`src/rtl/stdp_pkg.sv`:
```
// Shared definitions for the STDP synapse: FSM state encodings,
// the trace width helper and the default trace reload value.
package stdp_pkg;

    // Default eligibility trace reload value (power of two)
    localparam int TRACE_MAX_DEFAULT = 16;

    // FSM state encodings
    localparam logic [1:0] ST_IDLE = 2'd0;
    localparam logic [1:0] ST_LTP  = 2'd1;
    localparam logic [1:0] ST_LTD  = 2'd2;

    // Width of a trace register able to hold trace_max itself
    function automatic int trace_w(input int trace_max);
        return $clog2(trace_max) + 1;
    endfunction

endpackage

```
`src/rtl/stdp_trace.sv`:
```
// Eligibility trace counter: reloads to TRACE_MAX on a spike and
// halves on every edge without one (16-8-4-2-1-0).
module stdp_trace
    import stdp_pkg::*;
#(
    parameter int TRACE_MAX = TRACE_MAX_DEFAULT,
    parameter int TW        = trace_w(TRACE_MAX)
) (
    input  logic          clk,
    input  logic          rst_n,
    input  logic          spike_i,
    output logic [TW-1:0] trace_o
);

    localparam logic [TW-1:0] RELOAD = TW'(TRACE_MAX);

    logic [TW-1:0] trace_q;
    logic [TW-1:0] trace_d;

    // Next trace: reload on spike, otherwise shift right by one
    always_comb begin
        trace_d = trace_q;
        if (spike_i) begin
            trace_d = RELOAD;
        end else begin
            trace_d = {1'b0, trace_q[TW-1:1]};
        end
    end

    // Trace register
    always_ff @(posedge clk or negedge rst_n) begin
        if (!rst_n) begin
            trace_q <= '0;
        end else begin
            trace_q <= trace_d;
        end
    end

    assign trace_o = trace_q;

endmodule

```
`src/rtl/stdp_synapse.sv`:
```
// Pair-based STDP synapse. Consumes pre/post spike pulses, keeps one
// halving eligibility trace per side, adjusts an on-chip weight with
// saturation and drives weight*pre_spike as current to the next neuron.
// Optional build macro STDP_TRACE_OUT_EN adds debug outputs that mirror
// the trace registers and the FSM state.
module stdp_synapse
    import stdp_pkg::*;
#(
    parameter int W_WIDTH   = 8,
    parameter int W_INIT    = 64,
    parameter int W_MAX     = 255,
    parameter int W_MIN     = 0,
    parameter int TRACE_MAX = TRACE_MAX_DEFAULT
) (
    input  logic               clk,
    input  logic               rst_n,
    input  logic               pre_spike,
    input  logic               post_spike,
    input  logic               learn_en,
    output logic [W_WIDTH-1:0] syn_current,
    output logic [W_WIDTH-1:0] weight,
    output logic               w_update
`ifdef STDP_TRACE_OUT_EN
    ,
    output logic [trace_w(TRACE_MAX)-1:0] dbg_pre_trace,
    output logic [trace_w(TRACE_MAX)-1:0] dbg_post_trace,
    output logic [1:0]                    dbg_state
`endif
);

    localparam int TW = trace_w(TRACE_MAX);
    // Two guard bits: one for carry above W_MAX, one for sign below W_MIN
    localparam int EW = W_WIDTH + 2;

    localparam logic signed [EW-1:0]  MAX_S  = EW'(W_MAX);
    localparam logic signed [EW-1:0]  MIN_S  = EW'(W_MIN);
    localparam logic [W_WIDTH-1:0]    MAX_W  = W_WIDTH'(W_MAX);
    localparam logic [W_WIDTH-1:0]    MIN_W  = W_WIDTH'(W_MIN);
    localparam logic [W_WIDTH-1:0]    INIT_W = W_WIDTH'(W_INIT);

    logic [TW-1:0]      pre_trace_s;
    logic [TW-1:0]      post_trace_s;

    logic [1:0]         state_q;
    logic [1:0]         state_d;
    logic [TW-1:0]      delta_q;
    logic [TW-1:0]      delta_d;
    logic [W_WIDTH-1:0] weight_q;
    logic [W_WIDTH-1:0] weight_d;
    logic [W_WIDTH-1:0] syn_q;
    logic [W_WIDTH-1:0] syn_d;
    logic               w_update_q;
    logic               w_update_d;

    // Add or subtract delta from the weight in a widened signed domain
    // and clamp to [W_MIN, W_MAX] so the result never wraps.
    function automatic logic [W_WIDTH-1:0] sat_apply(
        input logic [W_WIDTH-1:0] w,
        input logic [TW-1:0]      d,
        input logic               dec
    );
        logic signed [EW-1:0] w_s;
        logic signed [EW-1:0] d_s;
        logic signed [EW-1:0] r_s;
        logic [W_WIDTH-1:0]   res;
        w_s = $signed({2'b00, w});
        d_s = $signed({{(EW-TW){1'b0}}, d});
        if (dec) begin
            r_s = w_s - d_s;
        end else begin
            r_s = w_s + d_s;
        end
        if (r_s > MAX_S) begin
            res = MAX_W;
        end else if (r_s < MIN_S) begin
            res = MIN_W;
        end else begin
            res = r_s[W_WIDTH-1:0];
        end
        return res;
    endfunction

    stdp_trace #(
        .TRACE_MAX (TRACE_MAX),
        .TW        (TW)
    ) u_pre_trace (
        .clk     (clk),
        .rst_n   (rst_n),
        .spike_i (pre_spike),
        .trace_o (pre_trace_s)
    );

    stdp_trace #(
        .TRACE_MAX (TRACE_MAX),
        .TW        (TW)
    ) u_post_trace (
        .clk     (clk),
        .rst_n   (rst_n),
        .spike_i (post_spike),
        .trace_o (post_trace_s)
    );

    // Pair detection from any state, using trace values held before this edge;
    // coincident pre and post spikes never form a pair.
    always_comb begin
        state_d = ST_IDLE;
        delta_d = '0;
        if (post_spike && !pre_spike && (pre_trace_s != '0) && learn_en) begin
            state_d = ST_LTP;
            delta_d = pre_trace_s;
        end else if (pre_spike && !post_spike && (post_trace_s != '0) && learn_en) begin
            state_d = ST_LTD;
            delta_d = post_trace_s;
        end else begin
            state_d = ST_IDLE;
            delta_d = '0;
        end
    end

    // Weight commit one edge after a pair; learn_en no longer matters here
    always_comb begin
        weight_d   = weight_q;
        w_update_d = 1'b0;
        case (state_q)
            ST_LTP: begin
                weight_d   = sat_apply(weight_q, delta_q, 1'b0);
                w_update_d = 1'b1;
            end
            ST_LTD: begin
                weight_d   = sat_apply(weight_q, delta_q, 1'b1);
                w_update_d = 1'b1;
            end
            default: begin
                weight_d   = weight_q;
                w_update_d = 1'b0;
            end
        endcase
    end

    // Synaptic current carries the pre-update weight for one cycle per pre spike
    always_comb begin
        syn_d = '0;
        if (pre_spike) begin
            syn_d = weight_q;
        end else begin
            syn_d = '0;
        end
    end

    // State, delta, weight and output registers
    always_ff @(posedge clk or negedge rst_n) begin
        if (!rst_n) begin
            state_q    <= ST_IDLE;
            delta_q    <= '0;
            weight_q   <= INIT_W;
            syn_q      <= '0;
            w_update_q <= 1'b0;
        end else begin
            state_q    <= state_d;
            delta_q    <= delta_d;
            weight_q   <= weight_d;
            syn_q      <= syn_d;
            w_update_q <= w_update_d;
        end
    end

    assign syn_current = syn_q;
    assign weight      = weight_q;
    assign w_update    = w_update_q;

`ifdef STDP_TRACE_OUT_EN
    assign dbg_pre_trace  = pre_trace_s;
    assign dbg_post_trace = post_trace_s;
    assign dbg_state      = state_q;
`endif

endmodule

```
`config.mk`:
```
export PLATFORM = sky130hd
export DESIGN_NAME = stdp_synapse
export DESIGN_NICKNAME = d
export VERILOG_FILES = /design/src/rtl/stdp_pkg.sv /design/src/rtl/stdp_trace.sv /design/src/rtl/stdp_synapse.sv
export SDC_FILE = /design/constraint.sdc
export NUM_CORES = 1
export LEC_CHECK = 0
export CAP_MARGIN = 20
export CORE_MARGIN = 2
export CORE_UTILIZATION = 25
export DETAILED_ROUTE_END_ITERATION = 16
export GPL_ROUTABILITY_DRIVEN = 0
export SETUP_SLACK_MARGIN = 0.3
export SYNTH_ARGS = -nofsm -noshare
export SYNTH_HDL_FRONTEND = slang
export SYNTH_SLANG_ARGS = --single-unit
export TNS_END_PERCENT = 30
```
`constraint.sdc`:
```
create_clock -name clk -period 2.68 [get_ports clk]
set_input_delay 0.536 -clock clk [delete_from_list [all_inputs] [get_ports clk]]
set_output_delay 0.536 -clock clk [all_outputs]
set_load 0.01 [all_outputs]
```
After elaboration in Yosys (flattened, before gate mapping) --
Cells that the tools add are included.
Operators by class: $add $sub $neg 2, magnitude comparators 4, equality and inequality tests 2, muxes and demuxes 15, reductions and logical operators 12
Operators by type and width (number):
- 8-bit 2-to-1 mux | 5
- 10-bit by 9-bit > comparator with 1-bit output (second input constant) | 2
- 10-bit by 1-bit < comparator with 1-bit output (second input constant) | 2
- 10-bit 2-to-1 mux | 2
- 5-bit 2-to-1 mux | 4
- 8-bit one-hot mux with 2 select lines | 1
- 5-bit nonzero test | 2
- 8-bit by 5-bit adder with 9-bit output | 1
- 8-bit by 5-bit subtractor with 9-bit output | 1
- 1-bit logical AND | 6
- 2-bit 2-to-1 mux | 2
- 2-bit by 1-bit equality test with 1-bit output (second input constant) | 1
- 2-bit equality test (second input constant) | 1
- 1-bit logical NOT | 2
- 2-bit nonzero test | 1
- 2-bit OR reduction | 1
- 1-bit 2-to-1 mux | 1
Storage, ports and cells: register bits after elaboration 34, output and inout port bits 17, logic and storage cells 42

Depth between registers and ports, before layout --
Gate-level depths: netlist of the first run.
depth in word-level cells 6, gate-level depth with buffers 9, mapped depth without buffers 9

By module --
From an unflattened synthesis of the first run, not the netlist that was laid out.
Second synthesis, totals: cells, all modules 179, area total of the unflattened synthesis 1843.0 µm²
Modules (own cells, without submodules):
- stdp_synapse | instances 1, cells an instance 161, area each 1542.7 µm²
- stdp_trace | instances 2, cells an instance 9, area each 150.1 µm²

Least setup slack after synthesis of the first run --
Ideal clock, no wire load.
path type reg-to-reg, from register weight_q[0], in the netlist weight[0], to register weight_q[2], in the netlist weight[2], arrival time 1.892 ns, required time 2.561 ns, path slack 0.669 ns, stages on the path, launching flop included 9, buffers on the path 0, cell sequence dfrtp_1 ha_1 fa_1 nor2b_1 o21ai_1 a21oi_1 a21oi_1 o21ai_1 o21a_1
Between the ends: cells in the longest elaborated chain, start to end 6, elaborated cells between the ends (all ways) 13, those cells by class 2 x add/sub; 4 x order compare; 7 x mux
Ends and longest elaborated chain:
- start, declared | RTL line stdp_synapse.sv:48 | logic [W_WIDTH-1:0] weight_q;
- start signal, assigned | RTL line stdp_synapse.sv:161 | weight_q <= weight_d;
- 8-bit by 5-bit subtractor with 9-bit output / 8-bit by 5-bit adder with 9-bit output (equally long branches)
- 10-bit 2-to-1 mux | RTL line stdp_synapse.sv:124 | case (state_q)
- 10-bit by 1-bit < comparator with 1-bit output | RTL line stdp_synapse.sv:75 | end else if (r_s < MIN_S) begin
- 8-bit 2-to-1 mux | RTL line stdp_synapse.sv:75
- 8-bit 2-to-1 mux | RTL line stdp_synapse.sv:73 | if (r_s > MAX_S) begin
- 8-bit one-hot mux with 2 select lines (*) | RTL line stdp_synapse.sv:124
Mark *: on every way between the ends. The rest lies on a longest branch, timed or not. The select of a mux whose other input is x is not followed. A chain may end at the register's enable or synchronous reset.

Final worst setup path of the first run --
from register weight_q[0], in the netlist weight[0], to register weight_q[3], in the netlist weight[3]
Same word-level chain as after synthesis.

==> results of run 1 <==
## cell usage in the layout (no fill, tap or decap), drive strengths merged, types with 2 or more instances in the layout
| cell | count |
|---|---|
| nor2 | 8 |
| a211o | 4 |
| o21ai | 10 |
| clkbuf | 6 |
| nand2 | 8 |
| nand3 | 4 |
| nor2b | 18 |
| and2 | 8 |
| inv | 16 |
| a22oi | 6 |
| ha | 11 |
| o21a | 5 |
| a21oi | 8 |
| nor3 | 4 |
| xnor2 | 2 |
| fa | 2 |
| clkdlybuf4s50 | 21 |
| dfrtp | 33 |
## state kept, by name, summed over array words and instances (netlist names)
| name | cells |
|---|---|
| w_update | 1 |
| delta_q | 5 |
| u_pre_trace.trace_o | 5 |
| syn_current | 8 |
| state_q | 2 |
| weight | 8 |
| u_post_trace.trace_o | 5 |
## logic make-up (layout without fill, tap and decap cells)
kind of cell / Yosys count / in the layout / synth area share
adders and majority gates: 13 / 13 / 0.0977
DFF: 34 / 34 / 0.469
xor gates and xnor gates: 3 / 3 / 0.0145
and+or+nand+nor: 54 / 54 / 0.165
buffers and inverters: 20 / 46 / 0.0475
AOI/OAI and AO/OA: 49 / 49 / 0.201
muxes: 1 / 1 / 0.00551
## layout make-up
cell class                      instances  area, um2  share of cell area
Multi-Input combinational cell        120        883               0.395
Sequential cell                        34        852               0.381
Timing Repair Buffer                   22        218              0.0974
Tap cell                               99        124              0.0554
Clock buffer                            6       82.6              0.0370
Inverter                               16       62.6              0.0280
Clock inverter                          2       12.5             0.00560
## critical path, stage by stage, from the launching register on
cell      delay [ns]
dfrtp_1         0.42
inv_1           0.06
ha_1            0.22
fa_1            0.40
and2b_1         0.25
o31ai_2         0.09
a41o_1          0.31
o311ai_1        0.34
## where the power goes
group	leakage (nW)	internal (mW)	switching, mW	total [mW]
sequential	0.439	0.591	0.0909	0.682
combinational	0.438	0.304	0.324	0.628
clock	0.0472	0.206	0.191	0.398
total	0.924	1.10	0.606	1.71
## stage by stage
step	hold slack [ns]	worst slack [ns]	total power [mW]
5_1_grt	0.555	0.324	1.82
2_1_floorplan	0.240	0.669	1.07
3_5_place_dp	0.513	0.446	1.32
4_1_cts	0.531	0.404	1.72
3_3_place_gp	0.505	0.410	1.32
6_report	0.535	0.484	1.71
## routing by layer
layer,vias up,global-route usage
met1,628,0.134
met5,-,0
met4,0,0.0543
met2,29,0.158
met3,9,0.0295
li1,654,-
## how the worst max path moves through the flow
stage          startpoint        end  cells after the start
2_1_floorplan   weight[0]  weight[2]                      8
3_3_place_gp    weight[0]  weight[2]                      8
3_5_place_dp    weight[0]  weight[2]                      8
4_1_cts         weight[0]  weight[2]                      8
5_1_grt         weight[0]  weight[5]                      7
6_report        weight[0]  weight[3]                      7
## repair_timing
item                       4_1_cts  5_1_grt
gates resized for setup          0        1
setup buffers                    0        0
hold buffers                     0        0
setup endpoints to repair        0        1
==> results.sh, run 1 <==
export IMPL_outcome="finished clean"
export IMPL_num_antenna_cells=0
export IMPL_worstReg2RegEnd="weight[3]"
export IMPL_die_y_um=89.3
export IMPL_areaGrowthSynthToFinish_pct=22.9
export IMPL_cellLeakagePower_nw=0.924
export IMPL_syn_num_nets=192
export IMPL_place_inst=291
export IMPL_worstSetupPathType="reg -> reg"
export IMPL_synth_edf_count=0
export IMPL_place_area_um2=2140
export IMPL_syn_avg_cell_area_um2=10.4
export IMPL_r2r_cells=7
export IMPL_core_um2=7140
export IMPL_reg2reg_setup_slack_ns=0.48
export IMPL_clock_fmax_mhz=455
export IMPL_h_tree_depth=2
export IMPL_drc=0
export IMPL_hold_path_class="reg -> reg"
export IMPL_synth_cells=174
export IMPL_cellPowerDensity_nw_per_um2=764
export IMPL_ys_top_cells_by_count="dfrtp_1 (33), nor2b_1 (18), inv_1 (14), ha_1 (11)"
export IMPL_n_fill_cell=752
export IMPL_cts_tree="yes"
export IMPL_die_x_um=89.3
export IMPL_synth_top_cell_area_share=0.454
export IMPL_ys_flop_type="dfrtp_1"
export IMPL_grt_start_max_net_pins=35
export IMPL_yosys_cell_count_top_type="dfrtp_1"
export IMPL_worst_setup_path_start_kind="register"
export IMPL_antenna_found_initial=0
export IMPL_first_pass_iters=4
export IMPL_fin_cells=299
export IMPL_drv_cap=0
export IMPL_whs_endpoint="u_pre_trace.trace_o[3]"
export IMPL_hpwl_mm=2.79
export IMPL_drtAntennaViolNets=0
export IMPL_yosys_warnings=0
export IMPL_setup_tns_ns=0
export IMPL_fin_area_um2=2230
export IMPL_synth_distinct_cells=50
export IMPL_cts_max_path_buffers=2
export IMPL_numCtsBuffers=5
export IMPL_routed_wl_met2_mm=1.71
export IMPL_async_flop_share=1.00
export IMPL_cp_arrival_ns=2.37
export IMPL_worstMarginPinSlew_ns=0.602
export IMPL_grt_overflow=0
export IMPL_worstPathRequired_ns=2.85
export IMPL_ys_ff_latch=34
export IMPL_clk_latency_ns=0.29
export IMPL_synth_area_leader_cell="dfrtp_1"
export IMPL_wire_per_inst_um=12.5
export IMPL_slew_viol_final=0
export IMPL_reg2reg_from="weight[0]"
export IMPL_min_from="u_pre_trace.trace_o[4]"
export IMPL_hold_depth=1
export IMPL_via_per_inst=4.41
export IMPL_slew_headroom=0.597
export IMPL_synthTopCellsByArea="dfrtp_1 (45%), ha_1 (7.6%), nor2b_1 (6.2%)"
export IMPL_rsz0062_at_grt="no"
export IMPL_track_usage=0.104
export IMPL_path_clk_slew_ns=0.07
export IMPL_io_pins=22
export IMPL_grt_pass1_vias=1266
export IMPL_path_max_fanout=5
export IMPL_drive_above_1_share=0.115
export IMPL_setup_violations=0
export IMPL_cts_root_buf="clkbuf_8"
export IMPL_crit_path_end_kind="register"
export IMPL_drtIter0Drc=54
export IMPL_grt_pass1_wl_mm=6.27
export IMPL_wl_mm=3.75
export IMPL_fin_util=0.313
export IMPL_wl_met3_um=160
export IMPL_via_count=1320
export IMPL_cts_num_sinks=34
export IMPL_fin_nets=217
export IMPL_rows=31
export IMPL_highest_layer="met4"
export IMPL_portBuffers=21
export IMPL_hold_viol=0
export IMPL_wl_met1_mm=1.78
export IMPL_die_area_um2=7970
export IMPL_synth_area_um2=1820
export IMPL_period_minus_slack_ns=2.20
export IMPL_start_util=0.255
export IMPL_skew_ns=0.00860
export IMPL_yosysSeqAreaShare=0.469
export IMPL_vdd_drop_max_mv=0.238
export IMPL_layout_worst_path_cycle_share=0.819
No activity file was read; power rests on OpenSTA's default activity.
==> run 2, diff against run 1 <==
clock period = 2.1 ns   (was 2.68 ns; I/O delays follow)
==> run 2 against run 1 <==
Effect of this change: core utilization up 2.2 points; non-clock buffer count up 12; global-route usage grew 0.46 points; sequential cell count did not move; hold slack worse by 0.0086 ns; clock power is 26% higher; critical path type unchanged; highest routed layer unchanged.
==> results.sh, run 2 (same netlist as run 1, synthesis figures left out) <==
export IMPL_drive_above_1_share=0.212
export IMPL_vdd_drop_max_mv=0.341
export IMPL_cp_cell_sequence="inv_1 -> ha_2 -> fa_2 -> and2b_2 -> o31ai_4 -> a41o_1 -> nor2_1 -> a21oi_1 -> a22oi_1"
export IMPL_final_common_cell="dfrtp_1"
export IMPL_h_tree_depth=2
export IMPL_via_count=1389
export IMPL_path_max_fanout=3
export IMPL_portBuffers=21
export IMPL_numCtsBuffers=5
export IMPL_period_minus_slack_ns=2.07
export IMPL_p_switching_mw=0.830
export IMPL_drc=0
export IMPL_num_antenna_cells=0
export IMPL_clock_fmax_mhz=483
export IMPL_drtIter0Drc=92
export IMPL_fin_nets=229
export IMPL_drv_cap=0
export IMPL_grt_start_max_net_pins=35
export IMPL_io_pins=22
export IMPL_via_per_inst=4.47
export IMPL_cellLeakagePower_nw=1.03
export IMPL_die_area_um2=7970
export IMPL_setup_violations=0
export IMPL_cp_num_buf_inv=1
export IMPL_slowest_stage="dfrtp_1"
export IMPL_core_um2=7140
export IMPL_first_pass_iters=5
export IMPL_layout_worst_path_cycle_share=0.986
export IMPL_intPower_mw=1.49
export IMPL_seqPwrFrac=0.366
export IMPL_rows=31
export IMPL_p_sw_frac=0.358
export IMPL_track_usage=0.109
export IMPL_wire_per_inst_um=12.9
export IMPL_path_clk_slew_ns=0.07
export IMPL_crit_family="compound AO/OA/AOI/OAI gates"
export IMPL_cp_arrival_ns=2.22
export IMPL_slew_viol_final=0
export IMPL_cellPowerDensity_nw_per_um2=969
export IMPL_cts_max_path_buffers=2
export IMPL_pwr_share_comb=0.418
export IMPL_antenna_found_initial=0
export IMPL_cts_num_sinks=34
export IMPL_start_util=0.255
export IMPL_cts_tree="yes"
export IMPL_hold_viol=0
export IMPL_power_total_mw=2.32
export IMPL_drtAntennaViolNets=0
export IMPL_ctsHoldBuffers=0
export IMPL_outcome="finished clean"
export IMPL_hpwl_mm=3.01
export IMPL_p_clk_frac=0.216
export IMPL_place_area_um2=2220
export IMPL_worstMarginPinSlew_ns=0.432
export IMPL_slew_headroom=0.712
export IMPL_fin_area_um2=2390
export IMPL_skew_ns=0.00788
export IMPL_die_x_um=89.3
export IMPL_critical_path_max_stage_delay_ns=0.41
export IMPL_worst_setup_path_start_kind="register"
export IMPL_rsz0062_at_grt="yes"
export IMPL_cts_root_buf="clkbuf_8"
export IMPL_grt_pass1_wl_mm=6.54
export IMPL_final_cell_mix="dfrtp_1 (33), clkdlybuf4s50_1 (18), nor2b_1 (17)"
export IMPL_crit_path_end_kind="register"
export IMPL_hold_path_class="in -> async"
export IMPL_clk_latency_ns=0.29
export IMPL_worstPathRequired_ns=2.25
export IMPL_grt_pass1_vias=1341
export IMPL_die_y_um=89.3
export IMPL_wl_mm=4.01
export IMPL_worstSetupPathType="reg -> reg"
export IMPL_grt_overflow=0
export IMPL_areaGrowthSynthToFinish_pct=31.5
-- run 2: worst register-to-register path, stage by stage (launching register included) --
cell     delay [ns]
dfrtp_1        0.41
inv_1          0.07
ha_2           0.19
fa_2           0.20
and2b_2        0.24
o31ai_4        0.25
a41o_1         0.30
nor2_1         0.06
a21oi_1        0.13
a22oi_1        0.08
-- run 2: cell type report --
type / count / area, um2
fillers: 737 / 4750
multi-input cells: 120 / 946
flip-flops and latches: 34 / 852
repair buffers: 34 / 315
well taps: 99 / 124
clock buffers: 7 / 86.3
inverters: 16 / 62.6
clock inverters: 1 / 5.00
-- run 2: metal layers --
metal | vias up | track usage | part of all wire
li1 | 681 | - | -
met4 | 0 | 0.0326 | 0.018
met1 | 662 | 0.143 | 0.45
met3 | 8 | 0.0305 | 0.054
met5 | - | 0 | 0
met2 | 38 | 0.174 | 0.48
-- run 2: worst paths after layout --
check | slack (ns) | startpoint | cells after the start | endpoint
worst max-delay path | 0.03 | weight[0] | 9 | weight[1]
worst min-delay path | 0.53 | rst_n | 2 | weight[5]
worst max register to register | 0.03 | weight[0] | 9 | weight[1]
worst min register to register | 0.53 | u_post_trace.trace_o[2] | 1 | state_q[1]
max in group asynchronous | 1.25 | rst_n | 2 | weight[6]
min in group clk | 0.53 | u_post_trace.trace_o[2] | 1 | state_q[1]
-- run 2: power groups by stage --
stage	Clock [mW]	Combinational [mW]	Sequential [mW]
floorplan	0	0.484	0.902
global placement	0	0.908	0.858
detailed placement	0	0.912	0.859
CTS	0.514	0.960	0.849
global route	0.540	1.06	0.862
finish	0.501	0.969	0.847
-- run 2: stage by stage --
step	hold WS, ns	util	instances	setup slack [ns]	TNS (ns)
floorplan	0.124	-	174	0.231	0
global placement	0.521	0.311	298	-0.0306	-0.0321
detailed placement	0.514	0.311	298	-0.0191	-0.0191
CTS	0.535	0.330	309	0.0811	0
global route	0.546	0.335	311	-0.109	-0.403
finish	0.527	0.335	311	0.0304	0
-- run 2: timing repair --
action / in CTS / in global routing
cloned: 0 / 0
pin swaps: 1 / 5
gates resized for setup: 4 / 5
setup endpoints to repair: 9 / 13
buffers inserted: 3 / 2
==> run 3, diff against run 2 <==
CORE_MARGIN = default   (was 2)
==> run 3 against run 2 <==
Effect of this change: routed wire length up 3.3%; register-to-register slack better by 0.02 ns; sequential cell count unchanged; highest routed layer unchanged; hold slack better by 0.0086 ns; power up 5.0%; critical endpoint unchanged; die area down 4.4%; core utilization up 1.4 points; combinational power about the same.
==> results.sh, run 3 (same netlist as run 1, synthesis figures left out) <==
export IMPL_outcome="finished clean"
export IMPL_areaGrowthSynthToFinish_pct=32.8
export IMPL_cp_cell_sequence="inv_1 -> ha_2 -> fa_2 -> and2b_1 -> o31ai_4 -> a41o_1 -> nor2_1 -> a21oi_1 -> a22oi_1"
export IMPL_period_minus_slack_ns=2.05
export IMPL_worstReg2RegEnd="weight[1]"
export IMPL_track_usage=0.116
export IMPL_wl_mm=4.14
export IMPL_worst_setup_path_start_kind="register"
export IMPL_hold_path_class="in -> async"
export IMPL_via_per_inst=4.66
export IMPL_drtAntennaViolNets=0
export IMPL_drtIter0Drc=63
export IMPL_vdd_drop_max_mv=0.385
export IMPL_worstSetupPathType="reg -> reg"
export IMPL_core_um2=6910
export IMPL_skew_ns=0.00668
export IMPL_reg2reg_setup_slack_ns=0.05
export IMPL_numCtsBuffers=5
export IMPL_r2r_cells=9
export IMPL_cellPowerDensity_nw_per_um2=1010
export IMPL_die_x_um=87.3
export IMPL_p_clk_frac=0.241
export IMPL_crit_family="compound AO/OA/AOI/OAI gates"
export IMPL_worstMarginPinSlew_ns=0.449
export IMPL_slew_headroom=0.700
export IMPL_rsz0062_at_grt="yes"
export IMPL_drv_cap=0
export IMPL_fin_area_um2=2410
export IMPL_clk_latency_ns=0.29
export IMPL_cp_arrival_ns=2.20
export IMPL_reg2reg_from="weight[0]"
export IMPL_cp_num_buf_inv=1
export IMPL_grt_overflow=0
export IMPL_grt_start_max_net_pins=35
export IMPL_power_total_mw=2.43
export IMPL_antenna_found_initial=0
export IMPL_portBuffers=21
export IMPL_io_pins=22
export IMPL_crit_path_end_kind="register"
export IMPL_pwr_share_comb=0.399
export IMPL_seqPwrFrac=0.360
export IMPL_cts_num_sinks=34
export IMPL_clock_fmax_mhz=488
export IMPL_cp_num_cells=9
export IMPL_die_y_um=87.3
export IMPL_wire_per_inst_um=13.7
export IMPL_ctsHoldBuffers=0
export IMPL_drc=0
export IMPL_place_area_um2=2200
export IMPL_fin_nets=223
export IMPL_slew_viol_final=0
export IMPL_cts_max_path_buffers=2
export IMPL_slowest_stage="dfrtp_1"
export IMPL_final_cell_mix="dfrtp_1 (29), clkdlybuf4s50_1 (18), nor2b_1 (17)"
export IMPL_critical_path_max_stage_delay_ns=0.43
export IMPL_cts_tree="yes"
export IMPL_intPower_mw=1.60
export IMPL_num_antenna_cells=0
export IMPL_hpwl_mm=3.01
export IMPL_p_sw_frac=0.341
export IMPL_h_tree_depth=2
export IMPL_worstPathRequired_ns=2.25
export IMPL_via_count=1408
export IMPL_grt_pass1_vias=1430
export IMPL_endpoint="weight[1]"
export IMPL_place_ws_ns=-0.00908
export IMPL_hold_viol=0
export IMPL_p_switching_mw=0.830
export IMPL_path_max_fanout=5
export IMPL_cellLeakagePower_nw=0.984
export IMPL_cts_root_buf="clkbuf_8"
export IMPL_path_clk_slew_ns=0.07
export IMPL_start_util=0.263
export IMPL_layout_worst_path_cycle_share=0.976
export IMPL_first_pass_iters=4
export IMPL_die_area_um2=7620
export IMPL_setup_ws_ns=0.0503
export IMPL_startpoint="weight[0]"
export IMPL_setup_violations=0
export IMPL_drive_above_1_share=0.233
export IMPL_grt_pass1_wl_mm=6.64
export IMPL_rows=30
export IMPL_fin_util=0.349
export IMPL_final_common_cell="dfrtp_1"
## run 3: cell count changes in the layout (fill, tap and decap cells not counted), sizes merged
cell	change
clkinv	-1
buf	-5
bufinv	+1
dlymetal6s2s	-1
## run 3: worst register-to-register path, stage by stage, from the launching register on
cell	delay (ns)
dfrtp_1	0.43
inv_1	0.08
ha_2	0.19
fa_2	0.21
and2b_1	0.22
o31ai_4	0.25
a41o_1	0.28
nor2_1	0.06
a21oi_1	0.11
a22oi_1	0.09
## run 3: power groups by stage
stage          combinational, mW  clock (mW)  sequential (mW)
2_1_floorplan              0.484           0            0.902
3_3_place_gp               0.871           0            0.866
6_report                   0.971       0.585            0.877
3_5_place_dp               0.879           0            0.869
4_1_cts                    0.905       0.599            0.860
5_1_grt                     1.04       0.637            0.895
## run 3: worst min-delay path by stage
stage                             from        endpoint  cells past startpoint
4_1_cts                          rst_n  syn_current[0]                      2
5_1_grt                          rst_n  syn_current[0]                      2
3_5_place_dp   u_post_trace.trace_o[2]      state_q[1]                      1
3_3_place_gp   u_post_trace.trace_o[2]      state_q[1]                      1
2_1_floorplan                    rst_n      delta_q[0]                      0
6_report                         rst_n  syn_current[0]                      2
## run 3: repair_timing
item / 4_1_cts / 5_1_grt
setup buffers: 0 / 1
pin swaps: 1 / 5
endpoints found under the setup margin: 10 / 13
gates resized for setup: 3 / 18
## run 3: cell type report
| type | count | area (um2) |
|---|---|---|
| clock inverter | 1 | 30.0 |
| inverter | 16 | 62.6 |
| multi-input combinational | 120 | 1000 |
| fill | 708 | 4490 |
| sequential | 34 | 857 |
| timing repair buffer | 28 | 265 |
| tap | 96 | 120 |
| clock buffer | 7 | 76.3 |
## run 3: layer usage
layer | global-route usage | part of all wire
met4 | 0.0596 | 0.031
met3 | 0.0332 | 0.063
met5 | 0 | 0
met2 | 0.181 | 0.47
met1 | 0.145 | 0.44
## run 3: through the flow
| step | hold slack, ns | instances | TNS [ns] |
|---|---|---|---|
| 2_1_floorplan | 0.124 | 174 | 0 |
| 3_3_place_gp | 0.523 | 293 | -0.0345 |
| 3_5_place_dp | 0.529 | 293 | -0.00908 |
| 4_1_cts | 0.549 | 301 | 0 |
| 5_1_grt | 0.567 | 302 | -0.0555 |
| 6_report | 0.535 | 302 | 0 |
